==> config.mk <==
export PLATFORM = sky130hd
export DESIGN_NAME = iiitb_lifo_ctrl_flat
export DESIGN_NICKNAME = d
export VERILOG_FILES = /design/src/rtl/iiitb_lifo_ctrl_if.sv /design/src/rtl/iiitb_lifo_ctrl.sv /design/src/flat_wrapper.sv
export SDC_FILE = /design/constraint.sdc
export NUM_CORES = 1
export LEC_CHECK = 0
export CAP_MARGIN = 20
export CORE_ASPECT_RATIO = 1.5
export CORE_MARGIN = 5
export CORE_UTILIZATION = 46
export CTS_BUF_LIST = sky130_fd_sc_hd__clkbuf_16
export DETAILED_ROUTE_END_ITERATION = 7
export MAX_ROUTING_LAYER = met4
export PLACE_DENSITY_LB_ADDON = 0.08
export REMOVE_ABC_BUFFERS = 1
export SKIP_LAST_GASP = 1
export SYNTH_ARGS = -nofsm -noshare
export SYNTH_HDL_FRONTEND = slang
export SYNTH_SLANG_ARGS = --single-unit
==> constraint.sdc <==
create_clock -name clk -period 3.9 [get_ports clk]
set_input_delay 0.78 -clock clk [delete_from_list [all_inputs] [get_ports clk]]
set_output_delay 0.78 -clock clk [all_outputs]
set_load 0.02 [all_outputs]
==> src/rtl/iiitb_lifo_ctrl_if.sv <==
`default_nettype none
// ---------------------------------------------------------------------------
// iiitb_lifo_ctrl_if : request/response handshake bundle for the LIFO ctrl
// Rev 1.0
// ---------------------------------------------------------------------------
interface iiitb_lifo_ctrl_if #(
  parameter int DATA_W = 4
);
  logic              req_valid;
  logic              req_ready;
  logic              req_op;
  logic [DATA_W-1:0] req_data;
  logic              rsp_valid;
  logic              rsp_ready;
  logic [DATA_W-1:0] rsp_data;
  logic              rsp_err;

  modport master (
    output req_valid, req_op, req_data, rsp_ready,
    input  req_ready, rsp_valid, rsp_data, rsp_err
  );

  modport slave (
    input  req_valid, req_op, req_data, rsp_ready,
    output req_ready, rsp_valid, rsp_data, rsp_err
  );
endinterface
`default_nettype wire

==> src/rtl/iiitb_lifo_ctrl.sv <==
`default_nettype none
// ---------------------------------------------------------------------------
// iiitb_lifo_ctrl : sequences push/pop requests onto an external stack and
//                   returns one response per request, tracking occupancy.
// Rev 1.0
// ---------------------------------------------------------------------------
module iiitb_lifo_ctrl #(
  parameter int DEPTH = 4
) (
  input  logic                   clk,
  input  logic                   Rst,
  iiitb_lifo_ctrl_if.slave       bus,
  output logic [$clog2(DEPTH):0] depth,
  output logic                   desync,
  output logic [3:0]             lifo_din,
  output logic                   lifo_rw,
  output logic                   lifo_en,
  output logic                   lifo_rst,
  input  logic [3:0]             lifo_dout,
  input  logic                   lifo_empty,
  input  logic                   lifo_full
);

  localparam int CNT_W = $clog2(DEPTH) + 1;
  localparam logic [CNT_W-1:0] c_full = CNT_W'(DEPTH);
  localparam logic [CNT_W-1:0] c_one  = CNT_W'(1);

  typedef enum logic [2:0] {
    INIT  = 3'd0,
    IDLE  = 3'd1,
    ISSUE = 3'd2,
    CAPT  = 3'd3,
    RESP  = 3'd4
  } state_t;

  state_t           r_state;
  state_t           w_next_state;
  logic             r_op;
  logic [3:0]       r_data;
  logic [CNT_W-1:0] r_depth;
  logic [3:0]       r_rsp_data;
  logic             r_rsp_err;
  logic             r_desync;

  logic             w_req_ready;
  logic             w_rsp_valid;
  logic             w_accept;
  logic             w_reject;
  logic             w_flag_mismatch;

  // Overflow/underflow is judged on the incoming op, before it is latched.
  assign w_reject = bus.req_op ? (r_depth == '0) : (r_depth == c_full);

  // Depth has already moved on the ISSUE edge, so it matches post-op flags.
  assign w_flag_mismatch = (lifo_empty != (r_depth == '0)) ||
                           (lifo_full  != (r_depth == c_full));

  always_ff @(posedge clk or posedge Rst) begin
    if (Rst) begin
      r_state <= INIT;
    end else begin
      r_state <= w_next_state;
    end
  end

  always_comb begin
    w_next_state = r_state;
    w_req_ready  = 1'b0;
    w_rsp_valid  = 1'b0;
    w_accept     = 1'b0;
    lifo_en      = 1'b0;
    lifo_rst     = 1'b0;
    lifo_rw      = 1'b0;
    lifo_din     = 4'd0;
    case (r_state)
      INIT: begin
        lifo_en      = 1'b1;
        lifo_rst     = 1'b1;
        w_next_state = IDLE;
      end
      IDLE: begin
        w_req_ready = 1'b1;
        if (bus.req_valid) begin
          w_accept     = 1'b1;
          w_next_state = w_reject ? RESP : ISSUE;
        end
      end
      ISSUE: begin
        lifo_en      = 1'b1;
        lifo_rw      = r_op;
        lifo_din     = r_data;
        w_next_state = CAPT;
      end
      CAPT: begin
        w_next_state = RESP;
      end
      RESP: begin
        w_rsp_valid = 1'b1;
        if (bus.rsp_ready) begin
          w_next_state = IDLE;
        end
      end
      default: begin
        w_next_state = INIT;
      end
    endcase
  end

  always_ff @(posedge clk or posedge Rst) begin
    if (Rst) begin
      r_op       <= 1'b0;
      r_data     <= 4'd0;
      r_depth    <= '0;
      r_rsp_data <= 4'd0;
      r_rsp_err  <= 1'b0;
      r_desync   <= 1'b0;
    end else begin
      if (w_accept) begin
        r_op   <= bus.req_op;
        r_data <= bus.req_data;
        if (w_reject) begin
          r_rsp_data <= 4'd0;
          r_rsp_err  <= 1'b1;
        end
      end
      if (r_state == ISSUE) begin
        r_depth <= r_op ? (r_depth - c_one) : (r_depth + c_one);
      end
      if (r_state == CAPT) begin
        r_rsp_data <= r_op ? lifo_dout : 4'd0;
        r_rsp_err  <= 1'b0;
        if (w_flag_mismatch) begin
          r_desync <= 1'b1;
        end
      end
      // Clear the response once consumed so stale pop data never lingers.
      if ((r_state == RESP) && bus.rsp_ready) begin
        r_rsp_data <= 4'd0;
        r_rsp_err  <= 1'b0;
      end
    end
  end

  assign bus.req_ready = w_req_ready;
  assign bus.rsp_valid = w_rsp_valid;
  assign bus.rsp_data  = r_rsp_data;
  assign bus.rsp_err   = r_rsp_err;
  assign depth         = r_depth;
  assign desync        = r_desync;

endmodule
`default_nettype wire

==> src/flat_wrapper.sv <==
// flat-port wrapper written by rule: the top's interface ports become plain ports
module iiitb_lifo_ctrl_flat 
#(
  parameter int DEPTH = 4
)
  (clk, Rst, depth, desync, lifo_din, lifo_rw, lifo_en, lifo_rst, lifo_dout, lifo_empty, lifo_full, bus_req_valid, bus_req_op, bus_req_data, bus_rsp_ready, bus_req_ready, bus_rsp_valid, bus_rsp_data, bus_rsp_err);
  iiitb_lifo_ctrl_if bus_i ();
  input  logic clk;
  input  logic Rst;
  output logic [$clog2(DEPTH):0] depth;
  output logic desync;
  output logic [3:0] lifo_din;
  output logic lifo_rw;
  output logic lifo_en;
  output logic lifo_rst;
  input  logic [3:0] lifo_dout;
  input  logic lifo_empty;
  input  logic lifo_full;
  input wire logic [$bits(bus_i.req_valid)-1:0] bus_req_valid;
  input wire logic [$bits(bus_i.req_op)-1:0] bus_req_op;
  input wire logic [$bits(bus_i.req_data)-1:0] bus_req_data;
  input wire logic [$bits(bus_i.rsp_ready)-1:0] bus_rsp_ready;
  output wire logic [$bits(bus_i.req_ready)-1:0] bus_req_ready;
  output wire logic [$bits(bus_i.rsp_valid)-1:0] bus_rsp_valid;
  output wire logic [$bits(bus_i.rsp_data)-1:0] bus_rsp_data;
  output wire logic [$bits(bus_i.rsp_err)-1:0] bus_rsp_err;
  assign bus_i.req_valid = bus_req_valid;
  assign bus_i.req_op = bus_req_op;
  assign bus_i.req_data = bus_req_data;
  assign bus_i.rsp_ready = bus_rsp_ready;
  assign bus_req_ready = bus_i.req_ready;
  assign bus_rsp_valid = bus_i.rsp_valid;
  assign bus_rsp_data = bus_i.rsp_data;
  assign bus_rsp_err = bus_i.rsp_err;
  iiitb_lifo_ctrl #(.DEPTH(DEPTH)) u_core (.clk(clk), .Rst(Rst), .bus(bus_i), .depth(depth), .desync(desync), .lifo_din(lifo_din), .lifo_rw(lifo_rw), .lifo_en(lifo_en), .lifo_rst(lifo_rst), .lifo_dout(lifo_dout), .lifo_empty(lifo_empty), .lifo_full(lifo_full));
endmodule
==> Yosys cells after proc, flatten, opt, wreduce, memory -nomap -nowiden <==
Cells that the tools add are included.
{ "totals": {"register_bits": 17, "inputBits": 15, "elab_cells": 51} }
{ "op_classes": {"n_reduce_logical": 10, "eq_ne": 9, "n_mux": 23, "n_addsub": 2} }
{ "ops": {"columns": ["op", "n"], "rows": [
  ["$mux 4", 6],
  ["$pmux 3 s5", 1],
  ["$mux 1", 12],
  ["$mux 3", 4],
  ["$eq 3x2->1 const B", 2],
  ["$eq 3x3->1 const B", 2],
  ["$logic_not 3->1", 2],
  ["$reduce_and 2->1", 3],
  ["$reduce_bool 3->1", 2],
  ["$ne 2x2->1 const B", 2],
  ["$add 3x1->3 const B", 1],
  ["$eq 3x1->1 const B", 1],
  ["$sub 3x1->3 const B", 1],
  ["$ne 1x1->1", 2],
  ["$reduce_or 2->1", 1],
  ["$logic_and 1x1->1", 1],
  ["$logic_or 1x1->1", 1]
]} }

==> Depth between registers and ports, before layout <==
Gate-level depths: netlist (run 1).
{ "logic_depth": {"depth_word": 6, "mapped_depth": 5, "depth_no_buf": 5} }

==> Worst setup path before layout (run 1) <==
No wires, ideal clock.
{ "synth_path": {"kind": "register to output", "from": "register u_core.r_state[0]", "to": "output lifo_din[0]", "t_required_ps": 3120, "arrival_time_ps": 1157, "n_path_buf": 1, "path_stages_with_launch": 4, "slack_ps": 1963, "cell_sequence": "dfrtp_1 > buf_2 > nor3b_2 > and2_1"} }
{ "synth_via": {"elab_chain_cells": 2} }
{ "synth_rtl": {"columns": ["element", "line", "rtl"], "rows": [
  ["from (decl)", "iiitb_lifo_ctrl.sv:36", "state_t r_state;"],
  ["from (signal assigned)", "iiitb_lifo_ctrl.sv:62", "r_state <= w_next_state;"],
  ["$eq 3x2->1", "iiitb_lifo_ctrl.sv:75", "case (r_state)"],
  ["$mux 4", "iiitb_lifo_ctrl.sv:75", null],
  ["to (decl)", "flat_wrapper.sv:12", "output logic [3:0] lifo_din;"]
]} }
No other way between the ends.

==> Worst setup path in the final report (run 1) <==
{ "layout_path": {"from": "register u_core.r_state[1]", "to": "output lifo_din[2]"} }
Same word-level chain as after synthesis.

==> qor.csv, run 1 <==
metric,value,unit
ant_nets,0,
syn-cell-area,896,um^2
drtIter0Drc,15,
reg2reg_depth,3,
dp.cells,125,
swShare,36.3,%
via_count,689,
layout.nets,125,
drc,0,
grt_pass1_wl,3420,um
ys_seq_area_share,47.5,%
worstPathRequired,3120,ps
switchingPower,372,uW
first_pass_iters,4,
port_buffers,32,
ys_ff_latch,17,
power_frac_clock,19.5,%
ys_warn_count,0,
utilization,69.4,%
status,"complete, no violations",
die_h,64.1,um
min_period,2810,ps
grt_use_met2,25.2,%
synth_top_area_cell,dfrtp_1,
rsz0062_at_grt,false,
die_area,0.00295,mm^2
synthAdderAreaFrac,2.23,%
htreeDepth,1,
synth-edff-count,0,
clkSinkCount,17,
clkTransAtPathRegs,50,ps
synth_top_family_by_area,simple AND/OR/NAND/NOR gates,
die_w,46.0,um
crit_arrival,2030,ps
power_density,798,mW/mm^2
tightest_slew,650,ps
cts_tree,yes,
io_pins,33,
cap_violations,0,
p_leak,0.578,nW
viasPerCell,5.34,
gp_congestion,0.741,
grt_util_met3,2.53,%
fmax,356,MHz
routed_wl,1950,um
core,0.00185,mm^2
finalWorstSetupSlack,1090,ps
drive_gt1_share,16.7,%
synthToLayoutAreaGrowth,43.6,%
fin_crit_sh,71.9,%
slew_violations,0,
place_ws,1350,ps
avgSynthCellArea,11.8,um^2
antenna_found_initial,0,
critical_path.startpoint_type,flop,
globalRoute.busiestLayer,met2,
synth_area_leaders,"dfrtp_1 (47%), a32o_2 (5.0%), mux2_2 (5.0%), and2_1 (4.2%), xnor2_1 (3.9%)",
critical_path.max_fanout,10,
fin_cells,129,
finalHoldViolCount,0,
setup.worst_path.class,reg -> out,
hold_path_class,reg -> reg,
clock_latency,240,ps
grt_pass1_vias,736,
cts_buffer_depth,2,
power_frac_comb,46.8,%
synth_top_area_share,47.5,%
design_area,0.00129,mm^2
rows,19,
synth-async-reset-ratio,100,%
pwr-share-seq,33.8,%
cts-resized-gates,0,
root_buffer,clkbuf_16,
vdd_ir_drop_max,520,uV
holdPathStages,1,
ys.flop_type,dfrtp_1,
relSlewSlack,56.6,%
synth_compound_area_share,13.8,%
p_int,654,uW
synth_mux_area_share,5.03,%
synth_xor_area_share,3.91,%
ctsHoldBuffers,0,
place_area,0.00121,mm^2
use_met1,19.8,%
fin_skew,1.37,ps
grtUsageTotal,15.8,%
yosysUniqueCellTypes,33,
synth_cells,76,
numCtsBuffers,3,
setup_violations,0,
grt_start_max_net_pins,18,
start_util,48.3,%
overflow,0,
detailed_place_hpwl,1470,um
detail_route.wl_per_cell,15.1,um
end_kind,output pin,
yosys.area_share.simple,21.1,%
antenna_cells,0,
post_cts_buffers,0,
tns,0,ps
==> cell usage in the layout (no fill, tap or decap), types with 2 or more instances in the layout <==
cell	synthesis	final
nor2_1	3	3
o21ai_0	2	2
nor3b_1	2	2
inv_1	6	7
xnor2_1	4	4
clkbuf_16	0	3
a21oi_1	2	2
and2_1	6	6
a32o_2	4	4
mux2_2	4	4
clkdlybuf4s50_1	0	32
dfrtp_1	17	17
nand2_1	2	2
nor3b_2	2	2
==> critical path, stage by stage, from the launching register on <==
cell	delay, ps
dfrtp_1	490
nor3b_2	490
and2_1	200
clkdlybuf4s50_1	600
==> power by group through the flow <==
stage	Sequential (mW)	Clock (mW)	Combinational (mW)
after global placement	0.339	0	0.481
after detailed placement	0.347	0	0.485
after floorplan	0.380	0	0.244
final	0.347	0.200	0.480
after global routing	0.364	0.211	0.518
after CTS	0.345	0.201	0.488
==> stage by stage <==
step | hold slack, ps | power [mW]
after floorplan | 472 | 0.624
after global placement | 456 | 0.820
after detailed placement | 475 | 0.833
after CTS | 480 | 1.04
after global routing | 505 | 1.09
final | 473 | 1.03
==> Yosys cell counts, types with 2 or more instances <==
cell	n
a21oi_1	2
a32o_2	4
and2_1	6
buf_6	2
dfrtp_1	17
inv_1	6
mux2_2	4
nand2_1	2
nor2_1	3
nor3b_1	2
nor3b_2	2
o21ai_0	2
xnor2_1	4
==> sequential cells by signal, indices dropped and copies added, names as in the netlist <==
signal               flops
u_core.bus.rsp_data      4
u_core.r_data            4
u_core.depth             3
u_core.r_state           3
u_core.bus.rsp_err       1
u_core.desync            1
u_core.r_op              1
==> layout make-up <==
| type | instances | area, um^2 |
|---|---|---|
| clock buffer | 3 | 75.1 |
| tap | 21 | 26.3 |
| clock inverter | 1 | 3.75 |
| fill | 148 | 568 |
| timing repair buffer | 32 | 320 |
| sequential | 17 | 425 |
| inverter | 6 | 22.5 |
| multi-input combinational | 49 | 413 |
==> cell families (layout without fill, tap and decap cells) <==
family	count (synthesis)	count (layout)
and+or+nand+nor	25	25
DFF	17	17
AOI/OAI and AO/OA	15	15
buffers and inverters	10	42
xor gates and xnor gates	4	4
muxes	4	4
adders and majority gates	1	1
==> metal layers <==
layer / wire (um) / share of wire, %
met5: 0 / 0
met2: 1040 / 53
met3: 104 / 5.3
met1: 787 / 40
met4: 17 / 0.87
==> final timing paths <==
path,start,endpoint,slack (ps)
max,u_core.r_state[1]$_DFFE_PP0P_,lifo_din[2],1090
min,u_core.desync$_DFFE_PP0P_,u_core.desync$_DFFE_PP0P_,470
max reg2reg,u_core.r_state[2]$_DFFE_PP0P_,u_core.bus.rsp_data[2]$_DFFE_PP0P_,2290
min reg2reg,u_core.desync$_DFFE_PP0P_,u_core.desync$_DFFE_PP0P_,470
max in group asynchronous,Rst,u_core.bus.rsp_err$_DFFE_PP0P_,2550
min in group asynchronous,Rst,u_core.desync$_DFFE_PP0P_,930
Note: power is estimated with default switching activity, not from simulation.
==> run 2, diff against run 1 <==
- CORE_UTILIZATION: 46 -> 43
- clock period: 3.9 -> 2.8 ns (I/O delays scaled with it)
==> qor.csv, run 2 (synthesis gave the netlist of run 1 again) <==
metric,value,unit,change
design_area,0.00129,mm^2,about the same
ant_nets,0,,unchanged
drc,0,,unchanged
htreeDepth,1,,unchanged
io_pins,33,,unchanged
via_count,671,,was 689
power_density,1100,mW/mm^2,was 798 mW/mm^2
holdPathStages,1,,unchanged
cts-resized-gates,0,,unchanged
drive_gt1_share,17.4,%,was 16.7%
timing.rr.start,u_core.r_state[2]$_DFFE_PP0P_,,unchanged
critical_path.max_fanout,10,,unchanged
clkSinkCount,17,,unchanged
numCtsBuffers,3,,unchanged
first_pass_iters,4,,unchanged
power_frac_comb,47.5,%,was 46.8%
swShare,35.7,%,was 36.3%
worstHoldStart,u_core.desync$_DFFE_PP0P_,,unchanged
tightest_slew,634,ps,was 650 ps
setup_violations,0,,unchanged
final_common_cell,clkdlybuf4s50_1,,unchanged
post_cts_buffers,0,,unchanged
layout.nets,126,,was 125
min_period,2400,ps,
vdd_ir_drop_max,779,uV,was 520 uV
cap_violations,0,,unchanged
start_util,44.7,%,was 48.3%
dp.cells,127,,was 125
viasPerCell,5.12,,was 5.34
gp_congestion,0.706,,was 0.741
reg2reg_depth,3,,unchanged
rsz0062_at_grt,false,,unchanged
antenna_found_initial,0,,unchanged
place_area,0.00122,mm^2,was 0.00121 mm^2
min_to,u_core.desync$_DFFE_PP0P_,,unchanged
grt_pass1_wl,3270,um,was 3420 um
rows,20,,was 19
detail_route.wl_per_cell,14.5,um,was 15.1 um
crit_path_start,u_core.r_state[1]$_DFFE_PP0P_,,unchanged
power_frac_clock,19.4,%,was 19.5%
die_h,65.9,um,was 64.1 um
antenna_cells,0,,unchanged
fin_cells,131,,was 129
hold_path_class,reg -> reg,,unchanged
clock_latency,240,ps,about the same
die_area,0.00312,mm^2,was 0.00295 mm^2
p_leak,0.583,nW,was 0.578 nW
core,0.00200,mm^2,was 0.00185 mm^2
drtIter0Drc,7,,was 15
fin_skew,1.60,ps,was 1.37 ps
fmax,417,MHz,
grt_start_max_net_pins,18,,unchanged
power.total,1.43,mW,was 1.03 mW
ctsHoldBuffers,0,,unchanged
cp_cell_sequence,nor3b_2 > buf_4 > and2_1 > clkdlybuf4s50_1,,was nor3b_2 > and2_1 > clkdlybuf4s50_1
grt_pass1_vias,764,,was 736
fill_cells,169,,was 148
overflow,0,,unchanged
pwr-share-seq,33.2,%,was 33.8%
final_cell_mix,"clkdlybuf4s50_1 (32), dfrtp_1 (17), inv_1 (7)",,unchanged
slew_violations,0,,unchanged
cp_slowest_cell,clkdlybuf4s50_1,,unchanged
setup.worst_path.class,reg -> out,,unchanged
critical_path.startpoint_type,flop,,unchanged
r2r_end,u_core.bus.rsp_data[0]$_DFFE_PP0P_,,was u_core.bus.rsp_data[2]$_DFFE_PP0P_
utilization,64.7,%,was 69.4%
end_kind,output pin,,unchanged
synthToLayoutAreaGrowth,44.6,%,was 43.6%
rrSetupSlack,1200,ps,was 2290 ps
port_buffers,32,,unchanged
crit_arrival,1840,ps,was 2030 ps
root_buffer,clkbuf_16,,unchanged
tns,0,ps,unchanged
die_w,47.3,um,was 46.0 um
fin_crit_sh,85.6,%,
detailed_place_hpwl,1480,um,was 1470 um
finalHoldViolCount,0,,unchanged
clkTransAtPathRegs,50,ps,about the same
worstPathRequired,2240,ps,was 3120 ps
switchingPower,510,uW,was 372 uW
cts_tree,yes,,unchanged
relSlewSlack,57.7,%,was 56.6%
grtUsageTotal,14.8,%,was 15.8%
status,"complete, no violations",,unchanged
cts_buffer_depth,2,,unchanged
p_int,917,uW,was 654 uW
routed_wl,1890,um,was 1950 um
slowest_delay,600,ps,about the same
## run 2: worst max-delay path: cells and delay by family, from the launching register on
| family | cells | cell delay [ps] |
|---|---|---|
| and+or+nand+nor | 2 | 340 |
| DFF | 1 | 480 |
| buffers and inverters | 2 | 770 |
## run 2: final cells by class
type / count / area (um^2) / area share, %
Clock inverter: 1 / 3.75 / 0.290
Clock buffer: 3 / 75.1 / 5.80
Sequential cell: 17 / 425 / 32.9
Multi-Input combinational cell: 49 / 413 / 31.9
Inverter: 6 / 22.5 / 1.74
Tap cell: 22 / 27.5 / 2.13
Timing Repair Buffer: 33 / 328 / 25.3
## run 2: stage by stage
| step | setup slack (ps) | hold slack [ps] |
|---|---|---|
| floorplan | 1120 | 472 |
| global placement | 669 | 455 |
| detailed placement | 656 | 466 |
| CTS | 389 | 477 |
| global route | 283 | 514 |
| finish | 402 | 469 |
## run 2: power by group through the flow
| stage | clock, mW | sequential [mW] | combinational (mW) |
|---|---|---|---|
| 2_1_floorplan | 0 | 0.529 | 0.340 |
| 3_3_place_gp | 0 | 0.470 | 0.675 |
| 3_5_place_dp | 0 | 0.478 | 0.690 |
| 4_1_cts | 0.284 | 0.475 | 0.692 |
| 5_1_grt | 0.300 | 0.495 | 0.738 |
| 6_report | 0.276 | 0.473 | 0.678 |
## run 2: worst max path at each step
stage | to | cells past startpoint
after floorplan | lifo_din[0] | 2
after global placement | lifo_rw | 4
after detailed placement | u_core.bus.rsp_data[0]$_DFFE_PP0P_ | 4
after CTS | lifo_din[1] | 4
after global routing | lifo_din[3] | 4
final | lifo_din[1] | 4
## run 2: routing by layer
layer | wire length, um | share of wire, % | up-vias | track usage, %
met2 | 993 | 52 | 24 | 24.7
met5 | 0 | 0 | - | -
met3 | 139 | 7.3 | 2 | 3.00
met4 | 20 | 1.1 | 0 | 6.23
met1 | 740 | 39 | 310 | 16.4
li1 | - | - | 335 | -
==> run 3, diff against run 2 <==
- CAP_MARGIN: 20 -> 10
- clock period: 2.8 -> 2.7 ns (I/O delays scaled with it)
==> qor.csv, run 3 (synthesis gave the netlist of run 1 again) <==
metric,value,unit,change
final_common_cell,clkdlybuf4s50_1,,unchanged
post_cts_buffers,0,,unchanged
routed_wl,1990,um,was 1890 um
ctsHoldBuffers,0,,unchanged
finalHoldViolCount,0,,unchanged
io_pins,33,,unchanged
p_leak,0.583,nW,unchanged
detailed_place_hpwl,1490,um,was 1480 um
gp_congestion,0.714,,was 0.706
htreeDepth,1,,unchanged
cts_tree,yes,,unchanged
fmax,416,MHz,
place_area,0.00122,mm^2,unchanged
setup.worst_path.class,reg -> out,,unchanged
tns,0,ps,unchanged
grt_start_max_net_pins,18,,unchanged
drive_gt1_share,17.4,%,unchanged
status,"complete, no violations",,unchanged
setup_violations,0,,unchanged
synthToLayoutAreaGrowth,44.6,%,unchanged
power_density,1140,mW/mm^2,was 1100 mW/mm^2
via_count,693,,was 671
overflow,0,,unchanged
end_kind,output pin,,unchanged
crit_arrival,1860,ps,was 1840 ps
crit_path_start,u_core.r_state[1]$_DFFE_PP0P_,,unchanged
cts-resized-gates,0,,unchanged
grt_pass1_wl,3440,um,was 3270 um
clkSinkCount,17,,unchanged
layout.nets,126,,unchanged
drtIter0Drc,21,,was 7
fin_skew,0.608,ps,was 1.60 ps
hold_path_class,reg -> reg,,unchanged
timing.rr.start,u_core.r_state[2]$_DFFE_PP0P_,,unchanged
detail_route.wl_per_cell,15.2,um,was 14.5 um
vdd_ir_drop_max,558,uV,was 779 uV
root_buffer,clkbuf_16,,unchanged
grt_pass1_vias,777,,was 764
antenna_cells,0,,unchanged
relSlewSlack,56.2,%,was 57.7%
critical_path.startpoint_type,flop,,unchanged
rows,20,,unchanged
clock_latency,240,ps,about the same
start_util,44.7,%,unchanged
die_h,65.9,um,unchanged
core,0.00200,mm^2,unchanged
worstPathRequired,2160,ps,was 2240 ps
die_area,0.00312,mm^2,unchanged
clkTransAtPathRegs,50,ps,about the same
critical_path.max_fanout,10,,unchanged
antenna_found_initial,0,,unchanged
port_buffers,32,,unchanged
numCtsBuffers,3,,unchanged
min_period,2400,ps,
fin_crit_sh,89.0,%,
die_w,47.3,um,unchanged
first_pass_iters,4,,unchanged
slew_violations,0,,unchanged
cap_violations,0,,unchanged
worstHoldStart,u_core.desync$_DFFE_PP0P_,,unchanged
drc,0,,unchanged
cts_buffer_depth,2,,unchanged
rsz0062_at_grt,false,,unchanged
power.total,1.48,mW,was 1.43 mW
grtUsageTotal,15.7,%,was 14.8%
tightest_slew,657,ps,was 634 ps
viasPerCell,5.29,,was 5.12
design_area,0.00129,mm^2,unchanged
ant_nets,0,,unchanged
final_cell_mix,"clkdlybuf4s50_1 (32), dfrtp_1 (17), inv_1 (7)",,unchanged
run 3: cell counts in the layout (fill, tap and decap cells not counted):
Identical to the previous run, type by type.
run 3: final cells by class:
type,instances,area (um^2)
multi-input cells,49,413
well taps,22,27.5
clock buffers,3,75.1
inverters,6,22.5
repair buffers,33,328
clock inverters,1,3.75
flip-flops and latches,17,425
fillers,166,707
run 3: worst max-delay path: stages (launching register included):
cell             delay (ps)
dfrtp_1                 490
nor3b_2                 210
buf_4                   170
and2_1                  140
clkdlybuf4s50_1         600
run 3: path summary, 6_finish.rpt:
path	end	depth (start not counted)	slack [ps]
min reg2reg	u_core.desync$_DFFE_PP0P_	1	470
max reg2reg	u_core.bus.rsp_data[0]$_DFFE_PP0P_	3	1080
max	lifo_din[1]	4	300
min in group asynchronous	u_core.r_data[0]$_DFFE_PP0P_	2	690
min	u_core.desync$_DFFE_PP0P_	1	470
max in group asynchronous	u_core.bus.rsp_err$_DFFE_PP0P_	2	1590
run 3: per-stage QoR:
stage	hold WS, ps	util [%]	setup slack (ps)	std cells
after floorplan	466	-	1040	72
after global placement	455	60.8	589	127
after detailed placement	463	60.8	536	127
after CTS	474	64.7	264	131
after global routing	516	64.7	210	131
final	467	64.7	297	131
run 3: power breakdown:
group	switching [mW]	internal, mW
combinational	0.320	0.380
clock	0.0908	0.196
sequential	0.122	0.374
run 3: routing by layer:
layer	up-vias	part of all wire [%]	track usage (%)
li1	336	-	-
met5	-	0	-
met4	0	2.6	7.27
met1	326	40	17.1
met2	26	52	26.7
met3	5	5.5	2.45
==> variant (config.mk and constraints of run 2) <==
`DEPTH` is set to 4 in 2 places; all go to 8.
--- a/src/rtl/iiitb_lifo_ctrl.sv
+++ b/src/rtl/iiitb_lifo_ctrl.sv
@@ -7,3 +7,3 @@
 module iiitb_lifo_ctrl #(
-  parameter int DEPTH = 4
+  parameter int DEPTH = 8
 ) (
--- a/src/flat_wrapper.sv
+++ b/src/flat_wrapper.sv
@@ -3,3 +3,3 @@
 #(
-  parameter int DEPTH = 4
+  parameter int DEPTH = 8
 )
Ports: changed (resized depth); port bits go from 33 to 34. No check against the original RTL was run, so the function may have changed too.
==> variant against run 2 <==
Synthesized area up 4.9%. Worst setup slack got worse by 0.23 ns. Combinational power is 8.1% higher. Via count increased by 9.8%. Routed wire length up 7.9%. Cell area rose by 5.1%. Sequential power is 4% higher. Critical path type unchanged. Worst hold slack better by 0.023 ns. Critical endpoint is now lifo_rw. Register-to-register slack improved by 0.07 ns. Synthesized cell count is 12% higher. Largest cell class is now multi-input combinational cells. Power up 6.0%. Highest routed layer unchanged. Sequential cell count is 1 higher. Fmax is 8.6% lower.
==> variant: results <==
[global_route]
track_usage_pct = 15.00
globalRouteMet3Util_pct = 2.667
grt_pass1_wl_um = 3305
via_count_of_the_first_global_routing_pass = 745
grt.met2_usage_pct = 22.88

[place]
dpl-instance-area_sq_mm = 0.001282
detailedPlace.worstSlack_ns = 0.4256
post_detail_place_hpwl_um = 1510

[timing]
fin_worst_skew_ns = 0.001745
slew-limit-headroom_pct = 55.86

[route]
dr_wl_met3_um = 101
dr.pass1.iters = 3
routed_wl_um = 2043
wl_met1_um = 891
drt_first_iter_violations = 14

[worst_setup_path]
reg2reg_depth = 4
timing.critical_path.arrival_ns = 2.06
crit_family = "simple AND/OR/NAND/NOR gates"

[outcome]
status = "finished, final reports clean"

[power_and_ir_drop]
static-leakage-power_nw = 0.5811
worst_ir_drop_vdd_v = 0.0006505

[finish]
final_cell_count_no_fill = 142
drive_above_1_share_pct = 12.50

[synthesis]
netlist_top_cells_count = "dfrtp_1 (18), and2_1 (7), a21oi_1 (6)"
synth.top_cells.by_area = "dfrtp_1 (48%), mux2_2 (6.0%), and2_1 (4.7%), a22o_1 (3.7%), a21oi_1 (3.2%)"
synth_cell_type_count = 29
variant: cell types whose count changed after synthesis, sizes merged, moves of 2 or more:
cell	before	now
nand2	2	5
nor3	1	5
a21oi	3	6
ha	0	2
and3b	2	0
a32o	4	0
buf	4	2
nor2	3	5
a22o	0	4
nor3b	4	2
and2	6	8
a21o	0	2
variant: cell type report:
type	count	area (sq um)	share of cell area (%)
Multi-Input combinational cell	59	451.7	33.18
Sequential cell	18	450.4	33.09
Timing Repair Buffer	33	330.3	24.26
Clock buffer	3	75.07	5.515
Tap cell	22	27.53	2.022
Inverter	6	22.52	1.654
Clock inverter	1	3.754	0.2757
variant: final timing paths:
kind	endpoint	slack, ns	start
max in group asynchronous	u_core.depth[2]$_DFFE_PP0N_	1.67	Rst
min reg2reg	u_core.desync$_DFFE_PP0P_	0.49	u_core.desync$_DFFE_PP0P_
min	u_core.desync$_DFFE_PP0P_	0.49	u_core.desync$_DFFE_PP0P_
min in group asynchronous	u_core.bus.rsp_err$_DFFE_PP0P_	0.70	Rst
max reg2reg	u_core.depth[3]$_DFFE_PP0N_	1.27	u_core.r_state[1]$_DFFE_PP0P_
max	lifo_rw	0.18	u_core.r_state[1]$_DFFE_PP0P_
variant: power groups by stage:
stage	logic, mW	clock network (mW)	registers (mW)
after floorplan	0.402	0	0.544
after global placement	0.733	0	0.492
after detailed placement	0.740	0	0.496
after CTS	0.746	0.293	0.495
after global routing	0.800	0.309	0.514
final	0.733	0.286	0.493
variant: logic make-up after synthesis:
family / Yosys count / share of synthesized area, %
adder cells (fa/ha/maj): 3 / 4.793
AO/OA/AOI/OAI: 18 / 13.45
XOR/XNOR: 4 / 3.729
multiplexers: 6 / 7.057
AND/OR/NAND/NOR: 28 / 19.04
buffers and inverters: 8 / 3.994
flip-flops: 18 / 47.94
